--- src/rtl/simple_memory.sv ---
// Single-port synchronous RAM with registered, read-first output.
// One shared address bus serves both the write and the read path. The whole
// array and the output register clear asynchronously while rst_n is low.
module simple_memory #(
    parameter int DATA_W = 8,
    parameter int ADDR_W = 4,
    parameter int DEPTH  = 1 << ADDR_W
) (
    input  logic              clk,
    input  logic              rst_n,
    input  logic              we,
    input  logic [ADDR_W-1:0] addr,
    input  logic [DATA_W-1:0] din,
    output logic [DATA_W-1:0] dout
);

    // Storage array; every address in the ADDR_W range is backed by a word.
    logic [DATA_W-1:0] mem [DEPTH];

    // Array update: clear every word on reset, otherwise write the addressed word.
    // Because reset is checked before we, a write on the edge where reset is
    // active is dropped.
    always_ff @(posedge clk or negedge rst_n) begin
        if (!rst_n) begin
            for (int i = 0; i < DEPTH; i++) begin
                mem[i] <= '0;
            end
        end else if (we) begin
            mem[addr] <= din;
        end
    end

    // Registered read on every edge. It samples the pre-edge contents, so a
    // read of the word being written returns the old value (read-first).
    always_ff @(posedge clk or negedge rst_n) begin
        if (!rst_n) begin
            dout <= '0;
        end else begin
            dout <= mem[addr];
        end
    end

endmodule

--- config.mk ---
export PLATFORM = sky130hd
export DESIGN_NAME = simple_memory
export DESIGN_NICKNAME = d
export VERILOG_FILES = /design/src/rtl/simple_memory.sv
export SDC_FILE = /design/constraint.sdc
export NUM_CORES = 1
export LEC_CHECK = 0
export BUFFER_PORTS_ARGS = -buffer_cell sky130_fd_sc_hd__buf_2
export CAP_MARGIN = 20
export CORE_MARGIN = 1
export CORE_UTILIZATION = 53
export DETAILED_ROUTE_END_ITERATION = 16
export PLACE_DENSITY = 0.73
export SLEW_MARGIN = 20
export SYNTH_ARGS = -nofsm -noshare
export SYNTH_HDL_FRONTEND = slang
export SYNTH_SLANG_ARGS = --single-unit
--- constraint.sdc ---
create_clock -name clk -period 1.1 [get_ports clk]
set_input_delay 0.055 -clock clk [delete_from_list [all_inputs] [get_ports clk]]
set_output_delay 0.055 -clock clk [all_outputs]
set_load 0.02 [all_outputs]
==> results of run 1 <==
## power breakdown
group,switching (uW),internal [uW]
combinational,1000,1590
clock,2220,3710
sequential,566,6180
total,3780,11500
## kinds of logic after synthesis
kind of cell / synth area share, %
mux: 35.74
flops: 56.26
simple gates: 4.013
buf+inv: 2.006
compound gates: 1.986
## registers in the layout, summed over array words and instances (netlist names)
register / cells
mem: 128
dout: 8
## area by class of cell
cell class / instances / area (sq um) / area share (%)
well taps: 140 / 175.2 / 2.382
clock inverters: 13 / 167.7 / 2.280
clock buffers: 19 / 452.9 / 6.160
repair buffers: 58 / 551.8 / 7.504
flip-flops and latches: 136 / 3403 / 46.28
multi-input cells: 213 / 2603 / 35.39
## critical path: cells and delay by family, from the launching register on
family / cells / cell delay, ns
muxes: 1 / 0.48
AOI/OAI and AO/OA: 1 / 0.23
and+or+nand+nor: 1 / 0.08
DFF: 1 / 0.39
## final timing paths
path	slack (ns)	start	end	cells after the start
min	0.05	rst_n	mem[34]	2
min reg2reg	0.50	mem[72]	mem[72]	1
max reg2reg	-0.19	mem[66]	dout[2]	3
max in group asynchronous	0.53	rst_n	mem[26]	3
max	-0.19	mem[66]	dout[2]	3
min in group clk	0.10	din[6]	mem[14]	2
## metrics by stage
stage	hold WS (ns)	setup WS, ns	area, sq um	TNS [ns]
floorplan	-0.2406	-0.1790	6161	-13.47
global placement	-0.08337	-0.3848	6653	-37.38
CTS	0.04089	-0.1839	7333	-1.326
finish	0.04959	-0.1933	7353	-1.305
detailed placement	-0.08016	-0.3991	6653	-39.24
global route	0.05453	-0.2583	7353	-1.710
## cells in the mapped netlist, drive strengths merged
master | n | area share (%)
dfrtp | 136 | 56
mux2 | 128 | 24
mux4 | 32 | 12
a22oi | 16 | 2.0
clkbuf | 14 | 0.87
buf | 10 | 1.1
nand2 | 10 | 0.62
nor2 | 7 | 0.68
nor3 | 6 | 0.99
nand2b | 3 | 0.31
nand3 | 2 | 0.17
nand3b | 2 | 0.25
nor2b | 2 | 0.21
or3 | 2 | 0.21
and2 | 1 | 0.10
nor4 | 1 | 0.35
or4 | 1 | 0.12
## cell usage in the layout, fill, tap and decap left out, types with 8 or more instances in the layout
| cell type | instances |
|---|---|
| mux2_2 | 127 |
| buf_4 | 22 |
| clkbuf_16 | 17 |
| buf_2 | 21 |
| a22oi_1 | 8 |
| dfrtp_1 | 136 |
| nand2_1 | 10 |
| buf_12 | 13 |
| mux4_2 | 32 |
| a22oi_2 | 8 |
## layer usage
| metal | vias to the layer above | global-route usage [%] | wire length (um) |
|---|---|---|---|
| li1 | 1509 | - | - |
| met1 | 1846 | 33.46 | 5836 |
| met2 | 47 | 40.01 | 6314 |
| met3 | 12 | 6.097 | 350 |
| met4 | 0 | 9.653 | 134 |
| met5 | - | 0 | 0 |
## what timing repair did
item | CTS | global route
hold endpoints to repair | 136 | 0
resized for setup | 7 | 1
pin swaps | 5 | 1
setup endpoints to repair | 8 | 8
hold buffers | 1 | 0
setup buffers | 2 | 2
==> results.ini, run 1 <==
[floorplanning]
dieWidth_um = 108.8
core_sq_um = 10980
io_pins = 23
row_count = 38
initial_utilization_pct = 55.08
chipHeight_um = 108.8
dieArea_sq_um = 11850

[cts]
clock-sinks = 136
root_buffer = clkbuf_16
htree_levels = 4
clockBufferDepth = 2
cts_tree = built
clk_latency_ns = 0.42
cts_inserted_buffers = 17
clk_pin_slew_ns = 0.06

[sta]
hold_viol = 0
tightest_slew_ns = 0.9762
fmax_ghz = 0.7732
fin_ws_ns = -0.1933
relSlewSlack_pct = 34.79
final.min_clock_period_ns = 1.293
setup_viol = 8
rsz0062_at_grt = true
slew_viol_final = 0
finalClockSkew_ns = 0.005042
post-route-period-util_pct = 117.6

[finish]
syn2layout_area_growth_pct = 21.55
layout-drive-gt1-share_pct = 62.19
fillers = 755
fin_cells = 579
fin_util_pct = 66.95
n_antenna_cell = 0
fin_nets = 441

[critical_path]
worstSetupEndpointType = flip-flop
worstPathCellList = mux4_2, a22oi_2, nand2_1
cp_data_arrival_time_ns = 1.60
cpPeakStageDelay_ns = 0.48
worst-path-max-fanout = 2
startpoint_type = flip-flop
critPathSlowestCell = mux4_2
required_ns = 1.41
crit_type = flip-flop to flip-flop

[global_route]
gr-total-overflow = 0
grtUsageTotal_pct = 25.08
grt_max_degree = 37
grt_pass1_vias = 3820
grt_pass1_wl_mm = 21.08
grt_antenna_before_repair = 0

[pwr]
power_density_nw_per_um2 = 2075
power.leakage_uw = 0.003158
ir_worst_vdd_mv = 1.514
finalPower_uw = 15260

[synth]
synth-seq-area-share_pct = 56.26
synth_nets = 388
yosys_warnings = 0
ys_ff_latch = 136
synthCells = 373
synth_area_per_cell_sq_um = 16.22
synth_area_sq_um = 6050
synthDistinctLibCells = 21

[drt]
routed_wl_mm = 12.64
vias = 3414
routedWlPerCell_um = 21.82
drt_iter0_markers = 170
first_pass_iters = 4
route.detailed.drc = 0
vias_per_cell = 5.896
ant_nets = 0

[status]
violations = negative setup slack
status = complete, but fails checks

[placed_design]
post-place-cells = 542
port_buffers = 22
place_hpwl_mm = 8.329
routabilityCongestion = 0.7323

[hold_path]
holdCritPathClass = input pin to asynchronous set/reset pin

[run]
maxCapViolCount = 0

(Power assumes the default switching activity.)
==> inputs of run 2 (changes only) <==
Settings changed: CORE_UTILIZATION 53 to 25, PLACE_DENSITY 0.73 to not set, SETUP_SLACK_MARGIN set to 0.4.
==> results.ini, run 2 (synthesis gave the netlist of run 1 again) <==
[critical_path]
crit_family = multiplexers
critPathSlowestCell = mux4_2
crit_type = flip-flop to flip-flop
startpoint_type = flip-flop
required_ns = 1.38  ; -0.03 ns
worstPathCellList = mux4_2, a22oi_2, nand2_1
worst-r2r-setup-slack_ns = -0.25  ; -0.06 ns
worst-path-max-fanout = 2  ; unchanged
reg2reg_from = mem[5]
worst-path-buf-inv = 0  ; unchanged
rr_worst_depth = 3  ; unchanged
cp_data_arrival_time_ns = 1.63  ; +0.03 ns
timing.rr.end = dout[5]
worstSetupEndpointType = flip-flop
cpPeakStageDelay_ns = 0.51  ; +0.03 ns

[drt]
routedWlPerCell_um = 18.73  ; -14%
route.detailed.drc = 0  ; unchanged
drt_iter0_markers = 138  ; -19%
first_pass_iters = 4  ; unchanged
vias_per_cell = 4.520  ; -23%
ant_nets = 0  ; unchanged
vias = 3548  ; +3.9%
routed_wl_mm = 14.70  ; +16%

[global_route]
gr-total-overflow = 0  ; unchanged
met3_usage_pct = 2.313  ; -3.8 points
top_usage_layer = met2
grt_pass1_vias = 4056  ; +6.2%
grtUsageMet1_pct = 16.67  ; -17 points
grt_pass1_wl_mm = 23.98  ; +14%
use_met2_pct = 21.47  ; -19 points
grt_antenna_before_repair = 0  ; unchanged
grtUsageTotal_pct = 12.94  ; -12 points
grt_max_degree = 50  ; +35%

[cts]
clk_pin_slew_ns = 0.06  ; about the same
clk_latency_ns = 0.42  ; about the same
cts_inserted_buffers = 17  ; unchanged
cts_tree = built
root_buffer = clkbuf_16
clockBufferDepth = 2  ; unchanged
htree_levels = 4  ; unchanged
clock-sinks = 136  ; unchanged

[placed_design]
port_buffers = 22  ; unchanged
routabilityCongestion = 0.7616  ; +4.0%
post-place-ws_ns = -0.4346  ; -0.03553 ns
place_hpwl_mm = 9.443  ; +13%
postPlaceCellArea_sq_um = 7056  ; +6.1%

[finish]
regMostFlops = mem
layout_common_cells = dfrtp_1, mux2_4, buf_6
fin_nets = 469  ; +6.3%
fin_area_sq_um = 8697  ; +18%
final_common_cell = dfrtp_1
syn2layout_area_growth_pct = 43.76
top_regs = mem (128), dout (8)
n_antenna_cell = 0  ; unchanged
fillers = 2187  ; +190%
fin_util_pct = 36.83  ; -30 points
largest_register_ffs = 128  ; unchanged
layout-drive-gt1-share_pct = 66.09  ; +3.9 points

[sta]
relSlewSlack_pct = 40.50  ; +5.7 points
worst_hold_slack_ns = 0.09519  ; +0.04560 ns
final.min_clock_period_ns = 1.349  ; +0.05548 ns
fin_ws_ns = -0.2487  ; -0.05548 ns
hold_viol = 0  ; unchanged
post-route-period-util_pct = 122.6  ; +5.0 points
fmax_ghz = 0.7414  ; -4.1%
slew_viol_final = 0  ; unchanged
finalClockSkew_ns = 0.008415  ; +0.003373 ns
tightest_slew_ns = 0.8906  ; -0.08558 ns
setup_viol = 8  ; unchanged
rsz0062_at_grt = true

[status]
status = complete, but fails checks
violations = negative setup slack

[pwr]
p_clk_share_pct = 33.5  ; -5.3 points
p_int_uw = 12010  ; +4.7%
power.leakage_uw = 0.003822  ; +21%
ir_worst_vdd_mv = 1.312  ; -13%
p_switching_uw = 3950  ; +4.4%
power_density_nw_per_um2 = 1835  ; -12%
switching_share_pct = 24.75  ; -0.052 points
seqPwrFrac_pct = 42.9  ; -1.3 points
comb_power_share_pct = 23.6  ; +6.6 points

[run]
maxCapViolCount = 0  ; unchanged

[floorplanning]
dieWidth_um = 157.6  ; +45%
row_count = 56  ; +47%
io_pins = 23  ; unchanged
core_sq_um = 23610  ; +110%
chipHeight_um = 157.6  ; +45%
initial_utilization_pct = 25.62  ; -29 points
dieArea_sq_um = 24820  ; +110%

[hold_path]
holdCritPathClass = input pin to asynchronous set/reset pin

run 2: worst reg2reg max path, cell delays in order, from the launching register on:
cell and delay (ns):
dfrtp_1 0.38, mux4_2 0.51, a22oi_2 0.21, nand2_1 0.12
run 2: area by class of cell:
cell class | count | area (sq um) | share of cell area (%)
repair buffers | 86 | 1135 | 13.05
multi-input cells | 213 | 3193 | 36.71
flip-flops and latches | 136 | 3403 | 39.13
clock inverters | 11 | 100.1 | 1.151
clock buffers | 20 | 466.7 | 5.366
well taps | 319 | 399.1 | 4.589
run 2: what timing repair did:
action / CTS / global route
setup endpoints to repair: 144 / 212
hold buffers: 1 / 0
gates resized for setup: 185 / 23
buffers inserted: 11 / 8
pin swaps: 18 / 16
gates cloned: 1 / 1
hold endpoints to repair: 136 / 0
run 2: worst max-delay path by stage:
stage,startpoint,end,slack (ns),cells after the start
after global placement,addr[0],dout[4],-0.42,5
after CTS,mem[68],dout[4],-0.21,3
after floorplan,addr[0],mem[10],-0.18,5
after global routing,mem[68],dout[4],-0.27,3
after detailed placement,addr[0],dout[6],-0.43,5
final,mem[5],dout[5],-0.25,3
run 2: power groups by stage:
stage	Clock, uW	Combinational (uW)	Sequential [uW]
after global routing	5640	4030	6980
after global placement	0	2610	6760
after CTS	5470	3640	6830
final	5350	3770	6840
after floorplan	0	1870	6710
after detailed placement	0	2720	6840
run 2: routing by layer:
layer  wire length (um)  part of all wire [%]
met1               6693                    46
met2               7501                    51
met3                292                   2.0
met4                213                   1.4
met5                  0                     0
run 2: stage by stage:
stage / instances / setup TNS [ns] / power, uW
6_report: 785 / -1.557 / 15960
5_1_grt: 785 / -1.953 / 16660
4_1_cts: 776 / -1.507 / 15930
3_5_place_dp: 732 / -46.13 / 9557
3_3_place_gp: 732 / -42.79 / 9377
2_1_floorplan: 373 / -11.88 / 8585
